### src/rtl/fetch_if.sv
// Fetch-stage bus: hazard/redirect controls, instruction-memory handshake and F/D outputs.
// The master modport is the fetch unit; the slave modport is the pipeline/memory side.
interface fetch_if;
  logic        stall;
  logic        redirect_en;
  logic [31:0] redirect_pc;
  logic        im_req;
  logic [31:0] im_addr;
  logic        im_rvalid;
  logic [31:0] im_rdata;
  logic [31:0] pc_f;
  logic [31:0] instr_f;
  logic        valid_f;
  logic        exc_adel_f;

  modport master (
    input  stall, redirect_en, redirect_pc, im_rvalid, im_rdata,
    output im_req, im_addr, pc_f, instr_f, valid_f, exc_adel_f
  );

  modport slave (
    output stall, redirect_en, redirect_pc, im_rvalid, im_rdata,
    input  im_req, im_addr, pc_f, instr_f, valid_f, exc_adel_f
  );
endinterface

### src/rtl/fetch_unit.sv
// MIPS instruction-fetch stage: owns the fetch PC, keeps one memory request in flight and
// presents each fetched word (or an address-error bubble) to the F/D register for one cycle.
module fetch_unit #(
  parameter logic [31:0] RESET_PC = 32'h0000_3000,
  parameter logic [31:0] IM_BASE  = 32'h0000_3000,
  parameter logic [31:0] IM_LIMIT = 32'h0000_6FFC
) (
  input logic     clk,
  input logic     reset,
  fetch_if.master bus
);

  typedef enum logic [1:0] {StReq, StWait, StHold, StDrain} state_e;

  state_e      state_q;
  logic [31:0] pc_q;
  logic [31:0] instr_buf_q;
  logic        adel_q;
  logic        pc_legal;

  assign pc_legal = (pc_q[1:0] == 2'b00) && (pc_q >= IM_BASE) && (pc_q <= IM_LIMIT);

  always_ff @(posedge clk) begin
    if (reset) begin
      state_q     <= StReq;
      pc_q        <= RESET_PC;
      instr_buf_q <= 32'h0;
      adel_q      <= 1'b0;
    end else if (bus.redirect_en) begin
      pc_q   <= bus.redirect_pc;
      adel_q <= 1'b0;
      unique case (state_q)
        // An illegal PC issues nothing in REQ, so there is no response to drain.
        StReq:   state_q <= pc_legal ? StDrain : StReq;
        StWait:  state_q <= bus.im_rvalid ? StReq : StDrain;
        StHold:  state_q <= StReq;
        StDrain: state_q <= bus.im_rvalid ? StReq : StDrain;
        default: state_q <= StReq;
      endcase
    end else begin
      unique case (state_q)
        StReq: begin
          if (pc_legal) begin
            state_q <= StWait;
          end else begin
            instr_buf_q <= 32'h0;
            adel_q      <= 1'b1;
            state_q     <= StHold;
          end
        end
        StWait: begin
          if (bus.im_rvalid) begin
            instr_buf_q <= bus.im_rdata;
            adel_q      <= 1'b0;
            state_q     <= StHold;
          end
        end
        StHold: begin
          if (!bus.stall) begin
            pc_q    <= pc_q + 32'd4;
            state_q <= StReq;
          end
        end
        StDrain: begin
          if (bus.im_rvalid) begin
            state_q <= StReq;
          end
        end
        default: state_q <= StReq;
      endcase
    end
  end

  always_comb begin
    bus.im_req     = (state_q == StReq) && pc_legal;
    bus.im_addr    = pc_q;
    bus.pc_f       = pc_q;
    bus.valid_f    = (state_q == StHold);
    bus.instr_f    = bus.valid_f ? instr_buf_q : 32'h0;
    bus.exc_adel_f = bus.valid_f & adel_q;
  end

endmodule

### src/flat_wrapper.sv
// flat-port wrapper written by rule: the top's interface ports become plain ports
module fetch_unit_flat 
#(
  parameter logic [31:0] RESET_PC = 32'h0000_3000,
  parameter logic [31:0] IM_BASE  = 32'h0000_3000,
  parameter logic [31:0] IM_LIMIT = 32'h0000_6FFC
)
  (clk, reset, bus_stall, bus_redirect_en, bus_redirect_pc, bus_im_rvalid, bus_im_rdata, bus_im_req, bus_im_addr, bus_pc_f, bus_instr_f, bus_valid_f, bus_exc_adel_f);
  fetch_if bus_i ();
  input logic clk;
  input logic reset;
  input wire logic [$bits(bus_i.stall)-1:0] bus_stall;
  input wire logic [$bits(bus_i.redirect_en)-1:0] bus_redirect_en;
  input wire logic [$bits(bus_i.redirect_pc)-1:0] bus_redirect_pc;
  input wire logic [$bits(bus_i.im_rvalid)-1:0] bus_im_rvalid;
  input wire logic [$bits(bus_i.im_rdata)-1:0] bus_im_rdata;
  output wire logic [$bits(bus_i.im_req)-1:0] bus_im_req;
  output wire logic [$bits(bus_i.im_addr)-1:0] bus_im_addr;
  output wire logic [$bits(bus_i.pc_f)-1:0] bus_pc_f;
  output wire logic [$bits(bus_i.instr_f)-1:0] bus_instr_f;
  output wire logic [$bits(bus_i.valid_f)-1:0] bus_valid_f;
  output wire logic [$bits(bus_i.exc_adel_f)-1:0] bus_exc_adel_f;
  assign bus_i.stall = bus_stall;
  assign bus_i.redirect_en = bus_redirect_en;
  assign bus_i.redirect_pc = bus_redirect_pc;
  assign bus_i.im_rvalid = bus_im_rvalid;
  assign bus_i.im_rdata = bus_im_rdata;
  assign bus_im_req = bus_i.im_req;
  assign bus_im_addr = bus_i.im_addr;
  assign bus_pc_f = bus_i.pc_f;
  assign bus_instr_f = bus_i.instr_f;
  assign bus_valid_f = bus_i.valid_f;
  assign bus_exc_adel_f = bus_i.exc_adel_f;
  fetch_unit #(.RESET_PC(RESET_PC), .IM_BASE(IM_BASE), .IM_LIMIT(IM_LIMIT)) u_core (.clk(clk), .reset(reset), .bus(bus_i));
endmodule
### config.mk
export PLATFORM = sky130hd
export DESIGN_NAME = fetch_unit_flat
export DESIGN_NICKNAME = d
export VERILOG_FILES = /design/src/rtl/fetch_if.sv /design/src/rtl/fetch_unit.sv /design/src/flat_wrapper.sv
export SDC_FILE = /design/constraint.sdc
export NUM_CORES = 1
export LEC_CHECK = 0
export BUFFER_PORTS_ARGS = -buffer_cell sky130_fd_sc_hd__buf_2
export CAP_MARGIN = 15
export CELL_PAD_IN_SITES_DETAIL_PLACEMENT = 1
export CELL_PAD_IN_SITES_GLOBAL_PLACEMENT = 1
export CORE_ASPECT_RATIO = 1.75
export CORE_MARGIN = 8
export CORE_UTILIZATION = 36
export DETAILED_ROUTE_END_ITERATION = 8
export PLACE_DENSITY = 0.92
export SLEW_MARGIN = 20
export SYNTH_ARGS = -nofsm -noshare
export SYNTH_HDL_FRONTEND = slang
export SYNTH_SLANG_ARGS = --single-unit
### constraint.sdc
create_clock -name clk -period 4.9 [get_ports clk]
set_input_delay 0 -clock clk [delete_from_list [all_inputs] [get_ports clk]]
set_output_delay 0 -clock clk [all_outputs]
set_load 0.02 [all_outputs]
# Word-level counts from Yosys, hierarchy flattened
# Index checks and enable logic that the tools add are counted.
[word_totals]
ff_bits = 67
input_bits = 69
out_inout_bits = 99
elab_cells = 50
[classes]
n_addsub = 1
order_cmp = 2
eq_ne = 9
muxes = 19
bitwise_logic = 2
n_reduce_logical = 13
[ops]
columns = ["op", "n"]
rows = [
  ["$mux 32", 6],
  ["$pmux 32 s2", 1],
  ["$add 32x3->32 const B", 1],
  ["$ge 32x14->1 const B", 1],
  ["$le 32x15->1 const B", 1],
  ["$mux 2", 7],
  ["$ne 3x3->1 const B", 3],
  ["$pmux 2 s4", 1],
  ["$pmux 2 s3", 1],
  ["$reduce_and 3->1", 2],
  ["$eq 2x2->1 const B", 2],
  ["$logic_not 2->1", 2],
  ["$ne 2x2->1 const B", 2],
  ["$reduce_and 4->1", 1],
  ["$reduce_bool 2->1", 2],
  ["$reduce_or 2->1", 2],
  ["$logic_and 1x1->1", 3],
  ["$eq 2x1->1 const B", 1],
  ["$mux 1", 2],
  ["$ne 2x1->1 const B", 1],
  ["$pmux 1 s2", 1],
  ["$reduce_and 2->1", 1],
  ["$and 1x1->1", 1],
  ["$not 1->1", 1],
]

# Logic depth before layout (Yosys ltp)
[depth]
depth_word = 6
ltp_mapped = 6
depth_no_buf = 6

# Least setup slack after synthesis
# Ideal clock, no wire load.
[synth_timing]
path_kind = "register -> register"
start = "register u_core.pc_q[5], in the netlist u_core.bus.im_addr[5]"
end = "register u_core.pc_q[23], in the netlist u_core.bus.im_addr[23]"
setup_ns = 0.086
arrival_time_ns = 2.008
t_required_ns = 4.814
path_slack_ns = 2.807
path_stages_with_launch = 7
n_path_buf = 1
synth_period_minus_slack_ns = 2.093
cell_sequence = "dfxtp_1 and4_1 nand4_1 clkbuf_1 or4_1 xor2_1 a211oi_1"
[synth_between]
elab_chain_cells = 4
[synth_lines]
columns = ["element", "line", "source"]
rows = [
  ["start, declared", "fetch_unit.sv:16", "logic [31:0] pc_q;"],
  ["start signal, assigned", "fetch_unit.sv:30", "pc_q <= bus.redirect_pc;"],
  ["start signal, assigned", "fetch_unit.sv:60", "pc_q <= pc_q + 32'd4;"],
  ["$add 32x3->32", "fetch_unit.sv:60", ""],
  ["$mux 32", "fetch_unit.sv:59", "if (!bus.stall) begin"],
  ["$mux 32", "fetch_unit.sv:41", "unique case (state_q)"],
  ["$mux 32", "fetch_unit.sv:29", "end else if (bus.redirect_en) begin"],
]
# No other way between the ends. The select of a mux whose other input is x is not followed.
# A chain may end at the register's enable or synchronous reset.

# Worst setup path in the final report
[layout_timing]
start = "register u_core.state_q[1]"
end = "register u_core.pc_q[13], in the netlist u_core.bus.im_addr[13]"
[layout_between]
elab_chain_cells = 3
[layout_lines]
columns = ["element", "line", "source"]
rows = [
  ["start, declared", "fetch_unit.sv:15", "state_e state_q;"],
  ["start signal, assigned", "fetch_unit.sv:25", "state_q <= StReq;"],
  ["start signal, assigned", "fetch_unit.sv:34", "StReq: state_q <= pc_legal ? StDrain : StReq;"],
  ["start signal, assigned", "fetch_unit.sv:35", "StWait: state_q <= bus.im_rvalid ? StReq : StDrain;"],
  ["$eq 2x2->1", "fetch_unit.sv:41", ""],
  ["$reduce_bool 2->1 (no line)", "-", ""],
  ["$reduce_and 2->1 (no line)", "-", ""],
]
# No other way between the ends.

==> impl_metrics.json <==
{
  "status": "finished, final reports clean",
  "synth_fa_ha_area_frac": 0.00661,
  "grt_use_total": 0.218,
  "area.growth.synth_to_final_pct": 42.3,
  "post_drt_wl_per_cell_um": 19.7,
  "crit_path_top_delay_cell": "nor4_1",
  "rsz0062_at_grt": "false",
  "worstMarginPinSlew_ps": 643,
  "ir_drop_v": 0.000196,
  "end_kind": "flip-flop",
  "ys_ff_latch": 67,
  "drive_above_1_share": 0.289,
  "ys_seq_area_frac": 0.354,
  "min_period_ps": 2510,
  "synth_mux_area_frac": 0.0898,
  "crit_fanout": 9,
  "final_hold_viol_count": 0,
  "yosysTopAreaCell": "dfxtp_1",
  "firstDrtPassIters": 4,
  "ys_top_cells_by_area": "dfxtp_1 (35%), mux2i_1 (9.0%), buf_4 (6.3%), and2_1 (6.1%), nand2_1 (5.9%)",
  "syn_area_per_cell_um2": 8.20,
  "reg2regPathDepth": 5,
  "syn_nets": 533,
  "cts_buffer_depth": 2,
  "die_area_um2": 14200,
  "cellPowerDensity_nw_per_um2": 265,
  "die_h_um": 152,
  "wirelength_um": 15500,
  "crit_start": "u_core.state_q[1]",
  "fmax_ghz": 0.399,
  "grt_pass1_wl_um": 24200,
  "viasPerCell": 5.19,
  "ys_types": 37,
  "arrival_ps": 2690,
  "startpoint_type": "flip-flop",
  "initial_core_util": 0.370,
  "die_w_um": 93.6,
  "io_pins": 168,
  "power_leakage_uw": 0.00239,
  "synth_compound_area_frac": 0.0753,
  "grt_max_degree": 52,
  "period_share": 0.512,
  "cts.clk_slew.worst_paths_ps": 60,
  "layout.nets": 721,
  "yosys_warnings": 0,
  "rrSetupSlack_ps": 2390,
  "max_cap_violations": 0,
  "crit_type": "flip-flop to flip-flop",
  "grt_pass1_vias": 4592,
  "whs_ps": 24.2,
  "io_buffer_count": 167,
  "setup-tns-final_ps": 0,
  "r2r_start": "u_core.state_q[1]",
  "via_count": 4068,
  "gp_congestion": 0.829,
  "cts_buffers": 9,
  "setup_viol": 0,
  "synth.top_cell.area_share": 0.354,
  "dpl.hpwl_um": 10100,
  "slew_headroom": 0.567,
  "drv_slew": 0,
  "coreArea_um2": 10200,
  "htree_levels": 3,
  "synth-simple-area-share": 0.317,
  "critical_path.max_stage_delay_ps": 630,
  "reg2reg_to": "u_core.bus.im_addr[13]",
  "pre_cts_slack_ps": 2550,
  "clk_latency_ps": 320,
  "netlist_instances": 462,
  "cp.required_ps": 5080,
  "synth_top_family_by_area": "simple AND/OR/NAND/NOR gates",
  "grt_overflow": 0,
  "setup_ws_ps": 2390,
  "post_dp_cell_area_um2": 4490,
  "antenna_found_initial": 2,
  "crit_path_end": "u_core.bus.im_addr[13]",
  "cts.root.buffer_cell": "clkbuf_16",
  "design_area_um2": 5390,
  "finClkSkew_ps": 4.30,
  "min_path_type": "primary input to flip-flop",
  "drtAntennaViolNets": 0,
  "ctsResizeCount": 0,
  "cts.sinks": 67,
  "syn_area_um2": 3790,
  "cp_cell_sequence": "or3b_1 > nor4_1 > nand3_1 > nor4b_1 > a211oi_1",
  "drc": 0,
  "tritoncts": "yes",
  "synth-xor-area-share": 0.0624,
  "rows": 49,
  "drt-initial-drc-count": 98
}
-- flip-flops by register name, summed over array words and instances (netlist names) --
register and cells:
u_core.adel_q 1, u_core.bus.im_addr 32, u_core.instr_buf_q 32, u_core.state_q 2
-- layout make-up --
cell class	instances	area, um2
Multi-Input combinational cell	332	2110
Timing Repair Buffer	234	1500
Antenna cell	2	5.00
Inverter	6	22.5
Clock buffer	13	240
Clock inverter	3	15.0
Fill cell	1221	4850
Sequential cell	67	1340
Tap cell	127	159
-- stage by stage --
| stage | util | instances | total power [uW] |
|---|---|---|---|
| 6_report | 0.526 | 784 | 1430 |
| 5_1_grt | 0.526 | 783 | 1490 |
| 4_1_cts | 0.525 | 782 | 1440 |
| 3_5_place_dp | 0.439 | 703 | 822 |
| 3_3_place_gp | 0.439 | 703 | 815 |
| 2_1_floorplan | - | 462 | 750 |
-- cell usage in the layout, fill, tap and decap left out, types with 5 or more instances in the layout --
cell type      instances
a211oi_1              20
a21oi_1               12
and2_1                37
and3_1                 5
buf_2                167
clkbuf_16              9
dfxtp_1               67
dlygate4sd3_1         63
inv_1                  6
mux2i_1               34
nand2_1               60
nand2b_1              34
nand3_1               16
nand4_1                8
nor2_1                27
nor3_1                 6
nor4_1                12
o21ai_0                5
xnor2_1               15
xor2_1                12
-- metal layers --
| layer | part of all wire | GRT usage |
|---|---|---|
| met5 | 0.00065 | 0 |
| met4 | 0.044 | 0.123 |
| met3 | 0.064 | 0.0592 |
| met2 | 0.56 | 0.421 |
| met1 | 0.34 | 0.196 |
-- Yosys cell counts --
library cell and instances:
and4_1 4, or3b_1 1, or2_2 2, mux2i_1 34
nor3_1 7, o21ai_0 5, buf_4 32, nor2_1 27
dfxtp_1 67, nand2_1 60, or3_1 2, and3b_1 1
nand4_1 8, a211oi_1 20, ha_1 2, nand3b_1 1
nor3b_4 1, or4_1 4, clkbuf_1 18, nor4b_1 2
o21bai_1 2, a22oi_1 1, and2_1 37, nand3_1 16
a21boi_0 1, o31a_1 1, a21oi_1 13, nor4_1 12
o22ai_1 1, xnor2_1 15, xor2_1 12, nand2b_1 34
nor2b_1 1, buf_1 4, and3_1 5, inv_1 6
buf_2 3
-- report_power, final --
part | switching, uW | internal, uW
clock | 229 | 340
sequential | 34.3 | 564
combinational | 141 | 118
total | 404 | 1020
-- how the worst min path moves through the flow --
stage,start,to,slack (ps),depth (start not counted)
after floorplan,bus_redirect_pc[31],u_core.bus.im_addr[31],140,2
after detailed placement,bus_redirect_pc[0],u_core.bus.im_addr[0],240,3
after CTS,bus_redirect_pc[12],u_core.bus.im_addr[12],7,3
after global placement,bus_redirect_pc[1],u_core.bus.im_addr[1],250,3
final,bus_redirect_pc[12],u_core.bus.im_addr[12],20,3
after global routing,bus_redirect_pc[12],u_core.bus.im_addr[12],40,3
-- worst max-delay path: cells and delay by family, from the launching register on --
kind / cells / cell delay [ps]
AO/OA/AOI/OAI: 1 / 120
flip-flops: 1 / 500
AND/OR/NAND/NOR: 4 / 1740
-- logic make-up (layout without fill, tap and decap cells) --
| group | Yosys count | in the layout |
|---|---|---|
| other | 0 | 2 |
| buffers and inverters | 63 | 256 |
| xor gates and xnor gates | 27 | 27 |
| adders and majority gates | 2 | 2 |
| AOI/OAI and AO/OA | 44 | 44 |
| muxes | 34 | 34 |
| and+or+nand+nor | 225 | 225 |
| DFF | 67 | 67 |
-- what timing repair did --
action	in CTS	in global routing
buffers inserted	0	0
hold endpoints to repair	63	0
hold buffers	63	0
Note: power is estimated with default switching activity, not from simulation.
